## config.mk

```make
export PLATFORM = sky130hd
export DESIGN_NAME = uart_pwm_led_ctrl_flat
export DESIGN_NICKNAME = d
export VERILOG_FILES = /design/src/rtl/uart_pwm_led_ctrl_if.sv /design/src/rtl/uart_pwm_led_ctrl.sv /design/src/flat_wrapper.sv
export SDC_FILE = /design/constraint.sdc
export NUM_CORES = 1
export LEC_CHECK = 0
export CAP_MARGIN = 15
export CORE_MARGIN = 5
export CORE_UTILIZATION = 60
export CTS_BUF_LIST = sky130_fd_sc_hd__clkbuf_4 sky130_fd_sc_hd__clkbuf_8 sky130_fd_sc_hd__clkbuf_16
export CTS_CLUSTER_DIAMETER = 40
export DETAILED_ROUTE_END_ITERATION = 6
export PLACE_DENSITY = 0.83
export SLEW_MARGIN = 0
export SYNTH_ARGS = -nofsm -noshare
export SYNTH_HDL_FRONTEND = slang
export SYNTH_SLANG_ARGS = --single-unit
```

## constraint.sdc

```tcl
create_clock -name clk -period 2.5 [get_ports clk]
set_input_delay 0.5 -clock clk [delete_from_list [all_inputs] [get_ports clk]]
set_output_delay 0.5 -clock clk [all_outputs]
set_load 0.005 [all_outputs]
```

## src/rtl/uart_pwm_led_ctrl_if.sv

```systemverilog
// Pin bundle of the UART-commanded PWM LED controller.
// The slave side is the controller; the master side is the board or bench driving it.
interface uart_pwm_led_ctrl_if #(
   parameter int NUM_LEDS = 6
);
   logic                ena;
   logic                rx;
   logic                tx;
   logic [NUM_LEDS-1:0] led;
   logic                rx_valid;
   logic                frame_err;
   logic                tx_busy;

   modport master (
      output ena, rx,
      input  tx, led, rx_valid, frame_err, tx_busy
   );

   modport slave (
      input  ena, rx,
      output tx, led, rx_valid, frame_err, tx_busy
   );
endinterface

```

## src/rtl/uart_pwm_led_ctrl.sv

```systemverilog
// UART (8N1) command receiver driving NUM_LEDS 4-bit PWM channels,
// with an echo / '?' response transmitter backed by a one-entry pending slot.
module uart_pwm_led_ctrl #(
   parameter int CLKS_PER_BIT = 87,
   parameter int NUM_LEDS     = 6,
   parameter int PWM_DIV      = 64
) (
   input  logic               clk,
   input  logic               rst_n,
   uart_pwm_led_ctrl_if.slave bus
);

   localparam int CW = $clog2(CLKS_PER_BIT);
   localparam int PW = (PWM_DIV > 1) ? $clog2(PWM_DIV) : 1;

   localparam logic [CW-1:0] BIT_LAST  = CW'(CLKS_PER_BIT - 1);
   localparam logic [CW-1:0] HALF_LAST = CW'(CLKS_PER_BIT / 2 - 1);
   localparam logic [PW-1:0] PRE_LAST  = PW'(PWM_DIV - 1);
   localparam logic [3:0]    NUM_CH    = 4'(NUM_LEDS);

   localparam logic [1:0] RX_IDLE  = 2'd0;
   localparam logic [1:0] RX_START = 2'd1;
   localparam logic [1:0] RX_DATA  = 2'd2;
   localparam logic [1:0] RX_STOP  = 2'd3;

   // RX side
   logic          rx_meta_q;
   logic          rx_sync_q;
   logic          rx_prev_q;
   logic          rx_fall;
   logic [1:0]    rx_state_q, rx_state_d;
   logic [CW-1:0] rx_cnt_q, rx_cnt_d;
   logic [2:0]    rx_bit_q, rx_bit_d;
   logic [7:0]    rx_shift_q, rx_shift_d;
   logic          rx_done;
   logic          byte_ok;
   logic          rx_valid_q;
   logic          frame_err_q;

   // Command decode and PWM
   logic [3:0]          cmd_ch;
   logic [3:0]          cmd_duty;
   logic                cmd_hit;
   logic                cmd_bcast;
   logic [7:0]          resp_byte;
   logic [3:0]          duty_q [NUM_LEDS];
   logic [PW-1:0]       pre_q;
   logic [3:0]          pwm_cnt_q;
   logic [NUM_LEDS-1:0] led_q;

   // TX side
   logic          tx_q, tx_d;
   logic          tx_busy_q, tx_busy_d;
   logic [CW-1:0] tx_cnt_q, tx_cnt_d;
   logic [3:0]    tx_bit_q, tx_bit_d;
   logic [8:0]    tx_shift_q, tx_shift_d;
   logic          pend_valid_q, pend_valid_d;
   logic [7:0]    pend_q, pend_d;
   logic          tx_load;
   logic [7:0]    tx_load_byte;
   logic          frame_end;

   // rx idles high, so the synchroniser resets to 1 to avoid a false start edge.
   // NOTE: clocked blocks use <= so every flop samples the pre-edge value of its neighbours.
   always_ff @(posedge clk or negedge rst_n) begin
      if (!rst_n) begin
         rx_meta_q <= 1'b1;
         rx_sync_q <= 1'b1;
         rx_prev_q <= 1'b1;
      end else begin
         rx_meta_q <= bus.rx;
         rx_sync_q <= rx_meta_q;
         rx_prev_q <= rx_sync_q;
      end
   end

   assign rx_fall = rx_prev_q & ~rx_sync_q;

   // NOTE: every _d gets its hold value first, so no path through the case infers a latch.
   always_comb begin
      rx_state_d = rx_state_q;
      rx_cnt_d   = rx_cnt_q;
      rx_bit_d   = rx_bit_q;
      rx_shift_d = rx_shift_q;
      rx_done    = 1'b0;
      case (rx_state_q)
         RX_IDLE: begin
            if (rx_fall) begin
               rx_state_d = RX_START;
               rx_cnt_d   = '0;
               rx_bit_d   = 3'd0;
            end
         end
         RX_START: begin
            if (rx_cnt_q == HALF_LAST) begin
               rx_cnt_d   = '0;
               rx_state_d = rx_sync_q ? RX_IDLE : RX_DATA;
            end else begin
               rx_cnt_d = rx_cnt_q + 1'b1;
            end
         end
         RX_DATA: begin
            if (rx_cnt_q == BIT_LAST) begin
               rx_cnt_d   = '0;
               rx_shift_d = {rx_sync_q, rx_shift_q[7:1]};
               if (rx_bit_q == 3'd7) rx_state_d = RX_STOP;
               else                  rx_bit_d   = rx_bit_q + 3'd1;
            end else begin
               rx_cnt_d = rx_cnt_q + 1'b1;
            end
         end
         RX_STOP: begin
            if (rx_cnt_q == BIT_LAST) begin
               rx_cnt_d   = '0;
               rx_done    = 1'b1;
               rx_state_d = RX_IDLE;
            end else begin
               rx_cnt_d = rx_cnt_q + 1'b1;
            end
         end
         default: rx_state_d = RX_IDLE;
      endcase
      if (!bus.ena) begin
         rx_state_d = RX_IDLE;
         rx_cnt_d   = '0;
         rx_done    = 1'b0;
      end
   end

   assign byte_ok = rx_done & rx_sync_q;

   always_ff @(posedge clk or negedge rst_n) begin
      if (!rst_n) begin
         rx_state_q  <= RX_IDLE;
         rx_cnt_q    <= '0;
         rx_bit_q    <= 3'd0;
         rx_shift_q  <= 8'h00;
         rx_valid_q  <= 1'b0;
         frame_err_q <= 1'b0;
      end else begin
         rx_state_q  <= rx_state_d;
         rx_cnt_q    <= rx_cnt_d;
         rx_bit_q    <= rx_bit_d;
         rx_shift_q  <= rx_shift_d;
         rx_valid_q  <= byte_ok;
         frame_err_q <= rx_done & ~rx_sync_q;
      end
   end

   // rx_shift_q holds the received byte from the stop sample until the next frame's data.
   assign cmd_ch    = rx_shift_q[7:4];
   assign cmd_duty  = rx_shift_q[3:0];
   assign cmd_bcast = (cmd_ch == 4'hF);
   assign cmd_hit   = (cmd_ch < NUM_CH);
   assign resp_byte = (cmd_hit || cmd_bcast) ? rx_shift_q : 8'h3F;

   // NOTE: the duty array is a handful of flops that must come up dark, so it is reset
   // like ordinary registers rather than treated as an unreset RAM.
   always_ff @(posedge clk or negedge rst_n) begin
      if (!rst_n) begin
         for (int k = 0; k < NUM_LEDS; k++) duty_q[k] <= 4'h0;
      end else if (byte_ok) begin
         for (int k = 0; k < NUM_LEDS; k++) begin
            if (cmd_bcast || (cmd_hit && (cmd_ch == 4'(k)))) duty_q[k] <= cmd_duty;
         end
      end
   end

   always_ff @(posedge clk or negedge rst_n) begin
      if (!rst_n) begin
         pre_q     <= '0;
         pwm_cnt_q <= 4'h0;
         led_q     <= '0;
      end else begin
         if (pre_q == PRE_LAST) begin
            pre_q     <= '0;
            pwm_cnt_q <= pwm_cnt_q + 4'd1;
         end else begin
            pre_q <= pre_q + 1'b1;
         end
         for (int k = 0; k < NUM_LEDS; k++) begin
            led_q[k] <= bus.ena & ((duty_q[k] == 4'hF) | (pwm_cnt_q < duty_q[k]));
         end
      end
   end

   // A frame ends on the last cycle of its stop bit; the next one may start on the very next cycle.
   always_comb begin
      tx_d         = tx_q;
      tx_busy_d    = tx_busy_q;
      tx_cnt_d     = tx_cnt_q;
      tx_bit_d     = tx_bit_q;
      tx_shift_d   = tx_shift_q;
      pend_valid_d = pend_valid_q;
      pend_d       = pend_q;
      tx_load      = 1'b0;
      tx_load_byte = pend_q;
      frame_end    = tx_busy_q && (tx_cnt_q == BIT_LAST) && (tx_bit_q == 4'd0);

      if (!tx_busy_q || frame_end) begin
         if (pend_valid_q) begin
            tx_load      = 1'b1;
            tx_load_byte = pend_q;
            pend_valid_d = 1'b0;
         end else if (rx_valid_q) begin
            tx_load      = 1'b1;
            tx_load_byte = resp_byte;
         end else if (frame_end) begin
            tx_busy_d = 1'b0;
            tx_d      = 1'b1;
            tx_cnt_d  = '0;
         end
      end else if (tx_cnt_q == BIT_LAST) begin
         tx_cnt_d   = '0;
         tx_d       = tx_shift_q[0];
         tx_shift_d = {1'b1, tx_shift_q[8:1]};
         tx_bit_d   = tx_bit_q - 4'd1;
      end else begin
         tx_cnt_d = tx_cnt_q + 1'b1;
      end

      if (tx_load) begin
         tx_d       = 1'b0;
         tx_busy_d  = 1'b1;
         tx_cnt_d   = '0;
         tx_bit_d   = 4'd9;
         tx_shift_d = {1'b1, tx_load_byte};
      end

      // A response not sent directly takes the pending slot if free, otherwise it is dropped.
      if (rx_valid_q && !(tx_load && !pend_valid_q) && !pend_valid_d) begin
         pend_valid_d = 1'b1;
         pend_d       = resp_byte;
      end
   end

   always_ff @(posedge clk or negedge rst_n) begin
      if (!rst_n) begin
         tx_q         <= 1'b1;
         tx_busy_q    <= 1'b0;
         tx_cnt_q     <= '0;
         tx_bit_q     <= 4'd0;
         tx_shift_q   <= 9'h1FF;
         pend_valid_q <= 1'b0;
         pend_q       <= 8'h00;
      end else begin
         tx_q         <= tx_d;
         tx_busy_q    <= tx_busy_d;
         tx_cnt_q     <= tx_cnt_d;
         tx_bit_q     <= tx_bit_d;
         tx_shift_q   <= tx_shift_d;
         pend_valid_q <= pend_valid_d;
         pend_q       <= pend_d;
      end
   end

   assign bus.tx        = tx_q;
   assign bus.tx_busy   = tx_busy_q;
   assign bus.led       = led_q;
   assign bus.rx_valid  = rx_valid_q;
   assign bus.frame_err = frame_err_q;

endmodule
```

## src/flat_wrapper.sv

```systemverilog
// flat-port wrapper written by rule: the top's interface ports become plain ports
module uart_pwm_led_ctrl_flat 
#(
   parameter int CLKS_PER_BIT = 87,
   parameter int NUM_LEDS     = 6,
   parameter int PWM_DIV      = 64
)
  (clk, rst_n, bus_ena, bus_rx, bus_tx, bus_led, bus_rx_valid, bus_frame_err, bus_tx_busy);
  uart_pwm_led_ctrl_if #(.NUM_LEDS(NUM_LEDS)) bus_i ();
  input  logic clk;
  input  logic rst_n;
  input wire logic [$bits(bus_i.ena)-1:0] bus_ena;
  input wire logic [$bits(bus_i.rx)-1:0] bus_rx;
  output wire logic [$bits(bus_i.tx)-1:0] bus_tx;
  output wire logic [$bits(bus_i.led)-1:0] bus_led;
  output wire logic [$bits(bus_i.rx_valid)-1:0] bus_rx_valid;
  output wire logic [$bits(bus_i.frame_err)-1:0] bus_frame_err;
  output wire logic [$bits(bus_i.tx_busy)-1:0] bus_tx_busy;
  assign bus_i.ena = bus_ena;
  assign bus_i.rx = bus_rx;
  assign bus_tx = bus_i.tx;
  assign bus_led = bus_i.led;
  assign bus_rx_valid = bus_i.rx_valid;
  assign bus_frame_err = bus_i.frame_err;
  assign bus_tx_busy = bus_i.tx_busy;
  uart_pwm_led_ctrl #(.CLKS_PER_BIT(CLKS_PER_BIT), .NUM_LEDS(NUM_LEDS), .PWM_DIV(PWM_DIV)) u_core (.clk(clk), .rst_n(rst_n), .bus(bus_i));
endmodule
```

==> reports/results.ini, run 1 <==
[run_status]
status = finished clean

[critical_path]
critPathTopFamily = simple AND/OR/NAND/NOR gates
startpoint_type = flop
crit_buf_inv = 1
path_cells = inv_1, ha_1, or3b_1, o31ai_4, xnor2_2, nand2_2, mux2_1
setup.worst_path.class = reg2reg
worstSetupEndpointType = flop
cp.arrival_ps = 2460
slowest_delay_ps = 480
cpMaxStageDelayCell = or3b_1
cp_data_required_time_ps = 2740
worstPathMaxFanout = 6

[sta]
hold_viol_final = 0
slew_headroom = 0.4696
setup_tns_ps = 0
tightestPinTransition_ps = 789.6
drv_slew = 0
holdWs_ps = 54.46
grt_setup_unrepaired = no
min_period_ps = 2218
max_freq_mhz = 450.8
skew_ps = 10.84
fin_ws_ps = 281.8
fin_crit_sh = 0.8873
setup_viol_count_final = 0

[place]
pre_cts_ws_ps = 186.3
placed_cell_area_um2 = 5199
gp_congestion = 0.7932
placed_cells = 578
dpl.hpwl_mm = 6.579
numPortBuffers = 13

[power_and_ir_drop]
power_frac_clock = 0.390
p_leak_uw = 0.002384
power_density_nw_per_um2 = 488.3
power_frac_comb = 0.023
p_sw_frac = 0.2192
netSwitchingPower_uw = 578.2
p_seq_frac = 0.588
p_int_uw = 2059
vdd.ir_drop.worst_uv = 298.9

[layout]
multiInputGateArea_um2 = 2340
stdcell_count = 594
fillers = 627
nNetsFinal = 515
finalInstanceArea_um2 = 5401
drive_gt1_frac = 0.1779
diodes = 0
seq_area_um2 = 2392
synthToLayoutAreaGrowth_pct = 9.987

[logic_synthesis]
ys_top_cells_by_count = dfrtp_1 (83), nand2_1 (37), mux2_2 (33)
synth_top_area_frac = 0.4229
syn_avg_cell_area_um2 = 10.54
ys_async_sr_fraction = 1.000
synth-main-ff-cell = dfrtp_1
synth_seq_cells = 95
ys_types = 60
syn-instance-count = 466
yosysSeqAreaShare = 0.4871
syn_nets = 497
synth_top_cell_by_area = dfrtp_1
synth.most_common_cell = dfrtp_1
synth_area_leaders = dfrtp_1 (42%), mux2_2 (7.6%), ha_1 (6.9%), dfstp_2 (6.4%), o21ai_0 (3.2%)
synth_warnings = 0
synth_edf_count = 0
syn_area_um2 = 4911

[worst_hold_path]
hp-class = in2async

[floorplan]
die-area_um2 = 10090
die_w_um = 100.5
io_pins = 14
coreArea_um2 = 8093
die_h_um = 100.5
initial_core_util = 0.6068
rows = 33

[route]
ant_nets = 0
viasPerCell = 5.859
dr.pass1.iters = 4
vias = 3480
drt_wl_total_mm = 9.223
avgRoutedWirePerCell_um = 15.53
drt-initial-drc-count = 154
drcViolationCount = 0

[global_route]
grt.total_usage = 0.2009
grt_max_degree = 66
grt_pass1_vias = 3528
antenna_found_initial = 0
grt_first_pass_wirelength_mm = 16.26
globalRoute.totalOverflow = 0

[clocking]
clkLatencyLatePin_ps = 360
cts_resized = 0
tritoncts = done
cts_hold_buf = 0
htree_levels = 3
cts_setup_buffers = 0
clk_pin_slew_ps = 90
numCtsBuffers = 9
cts_sinks = 95
root_buffer = clkbuf_8
clock_path_buffers = 2

[run]
cap_viol_max_count = 0

-- logic make-up (layout without fill, tap and decap cells) --
kind of cell,after synthesis,after routing,synth area share
and+or+nand+nor,133,133,0.1414
AOI/OAI and AO/OA,113,113,0.1544
buffers and inverters,47,70,0.03643
DFF,95,95,0.4871
xor gates and xnor gates,11,11,0.02115
muxes,39,39,0.08866
adders and majority gates,28,28,0.07083
-- registers in the layout, summed over array words and instances, names as in the netlist, 4 cells and up --
register and flops:
u_core.tx_shift_q 8, u_core.rx_shift_q 8, u_core.pwm_cnt_q 4, u_core.pre_q 6, u_core.duty_q 24, u_core.pend_q 8, u_core.tx_bit_q 4, u_core.bus.led 6
u_core.tx_cnt_q 7, u_core.rx_cnt_q 7
-- path summary, 6_finish.rpt --
kind                               startpoint  slack, ps          endpoint  cells past startpoint
setup reg to reg           u_core.tx_bit_q[0]        280  u_core.pend_q[5]                      7
setup / recovery           u_core.tx_bit_q[0]        280  u_core.pend_q[5]                      7
min in group clk             u_core.rx_meta_q        360  u_core.rx_sync_q                      0
hold reg to reg              u_core.rx_meta_q        360  u_core.rx_sync_q                      0
max in group asynchronous               rst_n       1730  u_core.rx_sync_q                      2
hold / removal                          rst_n         50   u_core.pre_q[0]                      1
-- cells in the final DEF (no fill, tap or decap), drive strengths merged, types with 11 or more instances in the layout --
cell	n
a21o	12
a21oi	21
buf	12
clkbuf	11
clkdlybuf4s50	12
dfrtp	83
dfstp	12
ha	27
inv	30
mux2	36
nand2	38
nor2	23
nor3	21
o21ai	34
-- per-layer routing --
metal	GRT usage	part of all wire
met5	0	0
met4	0.06943	0.019
met3	0.04360	0.030
met2	0.3425	0.51
met1	0.2535	0.44
-- power by group through the flow --
stage                     combinational [µW]  sequential, µW  clock [µW]
final                                   60.0            1550        1030
after global routing                    70.0            1550        1120
after CTS                               62.9            1550        1040
after detailed placement                62.8            1580           0
after global placement                  60.5            1580           0
after floorplan                         17.4            1580           0
-- per-stage QoR --
| stage | power (µW) | util |
|---|---|---|
| after floorplan | 1594 | - |
| after global placement | 1640 | 0.6424 |
| after detailed placement | 1642 | 0.6424 |
| after CTS | 2656 | 0.6674 |
| after global routing | 2738 | 0.6674 |
| final | 2638 | 0.6674 |
-- worst register-to-register path, cell delays in order, from the launching register on --
cell     delay (ps)
dfrtp_1         420
inv_1            70
ha_1            180
or3b_1          480
o31ai_4         320
xnor2_2         170
nand2_2         130
mux2_1          330
-- area by class of cell --
type	count	area share
clock inverters	5	0.01066
well taps	105	0.02432
multi-input cells	324	0.4332
repair buffers	24	0.04123
flip-flops and latches	95	0.4429
inverters	30	0.02085
clock buffers	11	0.02687
Power figures use the tool's default switching activity.
==> run 2, diff against run 1 <==
PLACE_DENSITY = 0.78   (was 0.83)
==> run 2 against run 1 <==
Register-to-register slack improved by 20 ps. Worst hold slack improved by 62 ps. Routed wire length decreased by 0.83%. Combinational power about the same. Worst setup slack improved by 16 ps. Non-clock buffer count increased by 1. Sequential power about the same. Global-route usage increased by 0.17 points. Clock skew decreased by 1.0 ps. Final cell count increased by 0.17%. Design area increased by 0.95%. Clock power increased by 20%.
==> reports/results.ini, run 2 (synthesized netlist as in run 1, its figures left out) <==
[run_status]
status = finished clean

[sta]
skew_ps = 9.820  ; -1.021 ps
max_freq_mhz = 454.0  ; +0.70%
grt_setup_unrepaired = no
fin_crit_sh = 0.8811  ; -0.006208
slew_headroom = 0.4862  ; +0.01658
setup_viol_count_final = 0  ; unchanged
setup_tns_ps = 0  ; unchanged
drv_slew = 0  ; unchanged
min_period_ps = 2203  ; -15.52 ps
hold_viol_final = 0  ; unchanged
tightestPinTransition_ps = 764.9  ; -24.68 ps

[clocking]
clkLatencyLatePin_ps = 360  ; about the same
cts_resized = 0  ; unchanged
htree_levels = 3  ; unchanged
clock_path_buffers = 2  ; unchanged
cts_setup_buffers = 0  ; unchanged
cts_hold_buf = 0  ; unchanged
root_buffer = clkbuf_8
cts_sinks = 95  ; unchanged
tritoncts = done
numCtsBuffers = 9  ; unchanged
clk_pin_slew_ps = 100  ; about the same

[route]
avgRoutedWirePerCell_um = 15.37  ; -1.0%
dr.pass1.iters = 4  ; unchanged
drt_wl_total_mm = 9.146  ; -0.83%
vias = 3472  ; -0.23%
viasPerCell = 5.835  ; -0.40%
ant_nets = 0  ; unchanged
drt-initial-drc-count = 100  ; -35%
drcViolationCount = 0  ; unchanged

[worst_hold_path]
hp-class = in2async

[critical_path]
cp.arrival_ps = 2450  ; about the same
r2r_start = u_core.tx_bit_q[0]
rrSetupSlack_ps = 300  ; +20 ps
worstPathMaxFanout = 6  ; unchanged
worstSetupEndpointType = flop
setup.worst_path.class = reg2reg
ff2ff_path_depth = 7  ; unchanged
r2r-end = u_core.pend_q[5]
startpoint = u_core.tx_bit_q[0]
cp_data_required_time_ps = 2750  ; about the same
startpoint_type = flop
crit_end = u_core.pend_q[5]

[global_route]
antenna_found_initial = 0  ; unchanged
grt_pass1_vias = 3471  ; -1.6%
grt_max_degree = 55  ; -17%
grt_first_pass_wirelength_mm = 16.44  ; +1.1%
grt.total_usage = 0.2025  ; +0.001652
globalRoute.totalOverflow = 0  ; unchanged

[layout]
regMostFlops = u_core.duty_q
fin_util = 0.6738  ; +0.006339
layout_common_cells = dfrtp_1 (83), nand2_1 (37), mux2_2 (33)
largest_register_ffs = 24  ; unchanged
nNetsFinal = 516  ; +0.19%
synthToLayoutAreaGrowth_pct = 11.03
diodes = 0  ; unchanged
final_common_cell = dfrtp_1
drive_gt1_frac = 0.1796  ; +0.001678

[power_and_ir_drop]
vdd.ir_drop.worst_uv = 361.3  ; +21%
power_uw = 2848  ; +8.0%
p_leak_uw = 0.002415  ; +1.3%
power_density_nw_per_um2 = 522.2  ; +6.9%

[run]
cap_viol_max_count = 0  ; unchanged

[floorplan]
coreArea_um2 = 8093  ; unchanged
die_w_um = 100.5  ; unchanged
die-area_um2 = 10090  ; unchanged
rows = 33  ; unchanged
die_h_um = 100.5  ; unchanged
initial_core_util = 0.6068  ; unchanged
io_pins = 14  ; unchanged

[place]
numPortBuffers = 13  ; unchanged
gp_congestion = 0.8374  ; +5.6%
dpl.hpwl_mm = 6.434  ; -2.2%

## run 2: changes by cell type in the layout (fill, tap and decap cells not counted), sizes merged
cell / before / now
clkinv: 1 / 0
bufinv: 1 / 3
clkinvlp: 3 / 1
inv: 30 / 32
clkbuf: 11 / 10
buf: 12 / 13
## run 2: worst min path at each step
| stage | from | to | slack [ps] | depth (start not counted) |
|---|---|---|---|---|
| after floorplan | rst_n | u_core.bus.frame_err | 200 | 0 |
| after global placement | u_core.rx_meta_q | u_core.rx_sync_q | 350 | 0 |
| after detailed placement | u_core.rx_meta_q | u_core.rx_sync_q | 350 | 0 |
| after CTS | rst_n | u_core.pre_q[4] | 120 | 1 |
| after global routing | rst_n | u_core.pre_q[5] | 150 | 1 |
| final | rst_n | u_core.pre_q[4] | 120 | 1 |
## run 2: cell type report
cell class,count,area [µm²]
clock buffers,10,131.4
fillers,640,2640
well taps,105,131.4
multi-input cells,324,2340
clock inverters,6,115.1
repair buffers,25,230.2
flip-flops and latches,95,2392
inverters,30,112.6
## run 2: through the flow
step                hold slack [ps]  area [µm²]  instances  worst slack [ps]
finish                        116.0        5453        595             297.4
global route                  149.0        5453        595             169.9
CTS                           124.8        5453        595             276.6
detailed placement            349.1        5206        579             208.2
global placement              347.3        5206        579             233.2
floorplan                     204.4        4911        466             337.9
## run 2: where the power goes
part           switching (µW)  internal, µW  leakage (µW)
Sequential               6.89          1540       0.00127
Clock                     555           683      0.000121
Combinational            42.6          17.3       0.00103
## run 2: critical path, cell delays in order, from the launching register on
cell,delay (ps)
dfrtp_1,410
inv_1,60
ha_1,160
or3b_1,490
o31ai_4,330
xnor2_2,170
nand2_2,120
mux2_1,340
## run 2: routing by layer
metal / GRT usage / part of all wire / up-vias
met5: 0 / 0 / -
met4: 0.06839 / 0.015 / 0
met3: 0.03114 / 0.024 / 11
met2: 0.3394 / 0.50 / 45
met1: 0.2696 / 0.46 / 1728
li1: - / - / 1688
==> run 3, diff against run 2 <==
==> constraint.sdc (replaced) <==
create_clock -name clk -period 2.5 [get_ports clk]
set_input_delay 0.25 -clock clk [delete_from_list [all_inputs] [get_ports clk]]
set_output_delay 0.25 -clock clk [all_outputs]
set_load 0.005 [all_outputs]
==> run 3 against run 2 <==
Global-route usage is 0.29 points lower. Sequential power hardly changed. Register-to-register slack worse by 90 ps. Design area is 1.3% lower. Sequential share of layout area is 0.59 points higher. Clock power is 24% lower. Non-clock buffer count is 2 lower. Via count is 1.1% lower. Worst hold slack better by 190 ps. Power is 10% lower. Core utilization is 0.90 points lower. First-iteration DRC count is 45% higher.
==> reports/results.ini, run 3 (synthesized netlist as in run 1, its figures left out) <==
[run_status]
status = finished clean

[floorplan]
coreArea_um2 = 8093  ; unchanged
rows = 33  ; unchanged
die-area_um2 = 10090  ; unchanged
io_pins = 14  ; unchanged
die_h_um = 100.5  ; unchanged
initial_core_util = 0.6068  ; unchanged
die_w_um = 100.5  ; unchanged

[sta]
grt_setup_unrepaired = no
min_period_ps = 2294  ; +90.97 ps
setup_tns_ps = 0  ; unchanged
max_freq_mhz = 436.0  ; -4.0%
drv_slew = 0  ; unchanged
slew_headroom = 0.4892  ; +0.003032
skew_ps = 13.47  ; +3.654 ps
fin_crit_sh = 0.9174  ; +0.03639
hold_viol_final = 0  ; unchanged
tightestPinTransition_ps = 760.4  ; -4.513 ps
setup_viol_count_final = 0  ; unchanged

[critical_path]
rrSetupSlack_ps = 210  ; -90 ps
cp_data_required_time_ps = 2750  ; about the same
cp.arrival_ps = 2540  ; +90 ps
crit_end = u_core.pend_q[4]
worstSetupEndpointType = flop
r2r_start = u_core.tx_bit_q[0]
startpoint_type = flop
r2r-end = u_core.pend_q[4]
setup.worst_path.class = reg2reg
startpoint = u_core.tx_bit_q[0]
worstPathMaxFanout = 9  ; +3
ff2ff_path_depth = 7  ; unchanged

[layout]
final_common_cell = dfrtp_1
largest_register_ffs = 24  ; unchanged
synthToLayoutAreaGrowth_pct = 9.554
regMostFlops = u_core.duty_q
fin_util = 0.6648  ; -0.008968
diodes = 0  ; unchanged
nNetsFinal = 514  ; -0.39%
finalInstanceArea_um2 = 5380  ; -1.3%
layout_common_cells = dfrtp_1 (83), nand2_1 (37), mux2_2 (33)
drive_gt1_frac = 0.1762  ; -0.003362

[global_route]
grt_max_degree = 71  ; +29%
grt.total_usage = 0.1996  ; -0.002923
antenna_found_initial = 0  ; unchanged
globalRoute.totalOverflow = 0  ; unchanged
grt_first_pass_wirelength_mm = 16.08  ; -2.2%
grt_pass1_vias = 3382  ; -2.6%

[clocking]
root_buffer = clkbuf_8
clkLatencyLatePin_ps = 370  ; about the same
clk_pin_slew_ps = 90  ; about the same
cts_setup_buffers = 0  ; unchanged
cts_sinks = 95  ; unchanged
clock_path_buffers = 2  ; unchanged
numCtsBuffers = 9  ; unchanged
tritoncts = done
htree_levels = 3  ; unchanged

[route]
avgRoutedWirePerCell_um = 15.31  ; -0.39%
dr.pass1.iters = 4  ; unchanged
vias = 3434  ; -1.1%
viasPerCell = 5.791  ; -0.76%
ant_nets = 0  ; unchanged
drt_wl_total_mm = 9.080  ; -0.72%
drt-initial-drc-count = 145  ; +45%
drcViolationCount = 0  ; unchanged

[power_and_ir_drop]
p_leak_uw = 0.002377  ; -1.6%
vdd.ir_drop.worst_uv = 316.4  ; -12%
power_density_nw_per_um2 = 474.9  ; -9.1%

[place]
placed_cell_area_um2 = 5184  ; -0.43%
dpl.hpwl_mm = 6.318  ; -1.8%
gp_congestion = 0.7989  ; -4.6%
numPortBuffers = 13  ; unchanged

[worst_hold_path]
hold_depth = 1
hp-class = in2reg

[run]
cap_viol_max_count = 0  ; unchanged

[run 3: routing by layer]
layer  vias up  share of wire  GRT usage
li1       1684              -          -
met1      1674           0.47     0.2776
met2        64           0.48     0.3140
met3        12          0.034    0.03875
met4         0          0.016    0.07047
met5         -              0          0
[run 3: what timing repair did]
item	4_1_cts	5_1_grt
hold buffers	1	0
endpoints found under the hold margin	25	0
gates resized for setup	0	1
endpoints found under the setup margin	0	2
[run 3: worst min path at each step]
stage               slack (ps)              endpoint    from
floorplan                  -50  u_core.bus.frame_err   rst_n
global placement           180       u_core.pre_q[5]   rst_n
detailed placement         180       u_core.pre_q[5]   rst_n
CTS                        290      u_core.rx_meta_q  bus_rx
global route               280      u_core.rx_meta_q  bus_rx
finish                     300      u_core.rx_meta_q  bus_rx
[run 3: critical path, cell delays in order (launching register included)]
cell and delay (ps):
dfrtp_1 420, inv_1 70, ha_1 170, or3b_1 480
o31ai_4 300, xnor2_2 240, nand2_2 170, mux2_1 340
[run 3: stage by stage]
step / std cells / setup WS (ps) / total power, µW / hold slack (ps)
global placement: 576 / 274.9 / 1639 / 176.5
CTS: 593 / 139.6 / 2580 / 290.9
detailed placement: 576 / 165.3 / 1641 / 181.7
global route: 593 / 68.07 / 2678 / 277.6
floorplan: 466 / 337.9 / 1594 / -45.59
finish: 593 / 206.4 / 2555 / 303.5
[run 3: report_power, final]
| part | switching [µW] | leakage [µW] | internal, µW |
|---|---|---|---|
| Combinational | 42.9 | 0.00101 | 17.4 |
| Sequential | 6.77 | 0.00127 | 1540 |
| Clock | 531 | 0.0000955 | 415 |
[run 3: area by class of cell]
| class | instances | area, µm² |
|---|---|---|
| Clock buffer | 11 | 151.4 |
| Clock inverter | 5 | 31.28 |
| Fill cell | 659 | 2713 |
| Inverter | 30 | 112.6 |
| Multi-Input combinational cell | 324 | 2344 |
| Sequential cell | 95 | 2392 |
| Tap cell | 105 | 131.4 |
| Timing Repair Buffer | 23 | 217.7 |
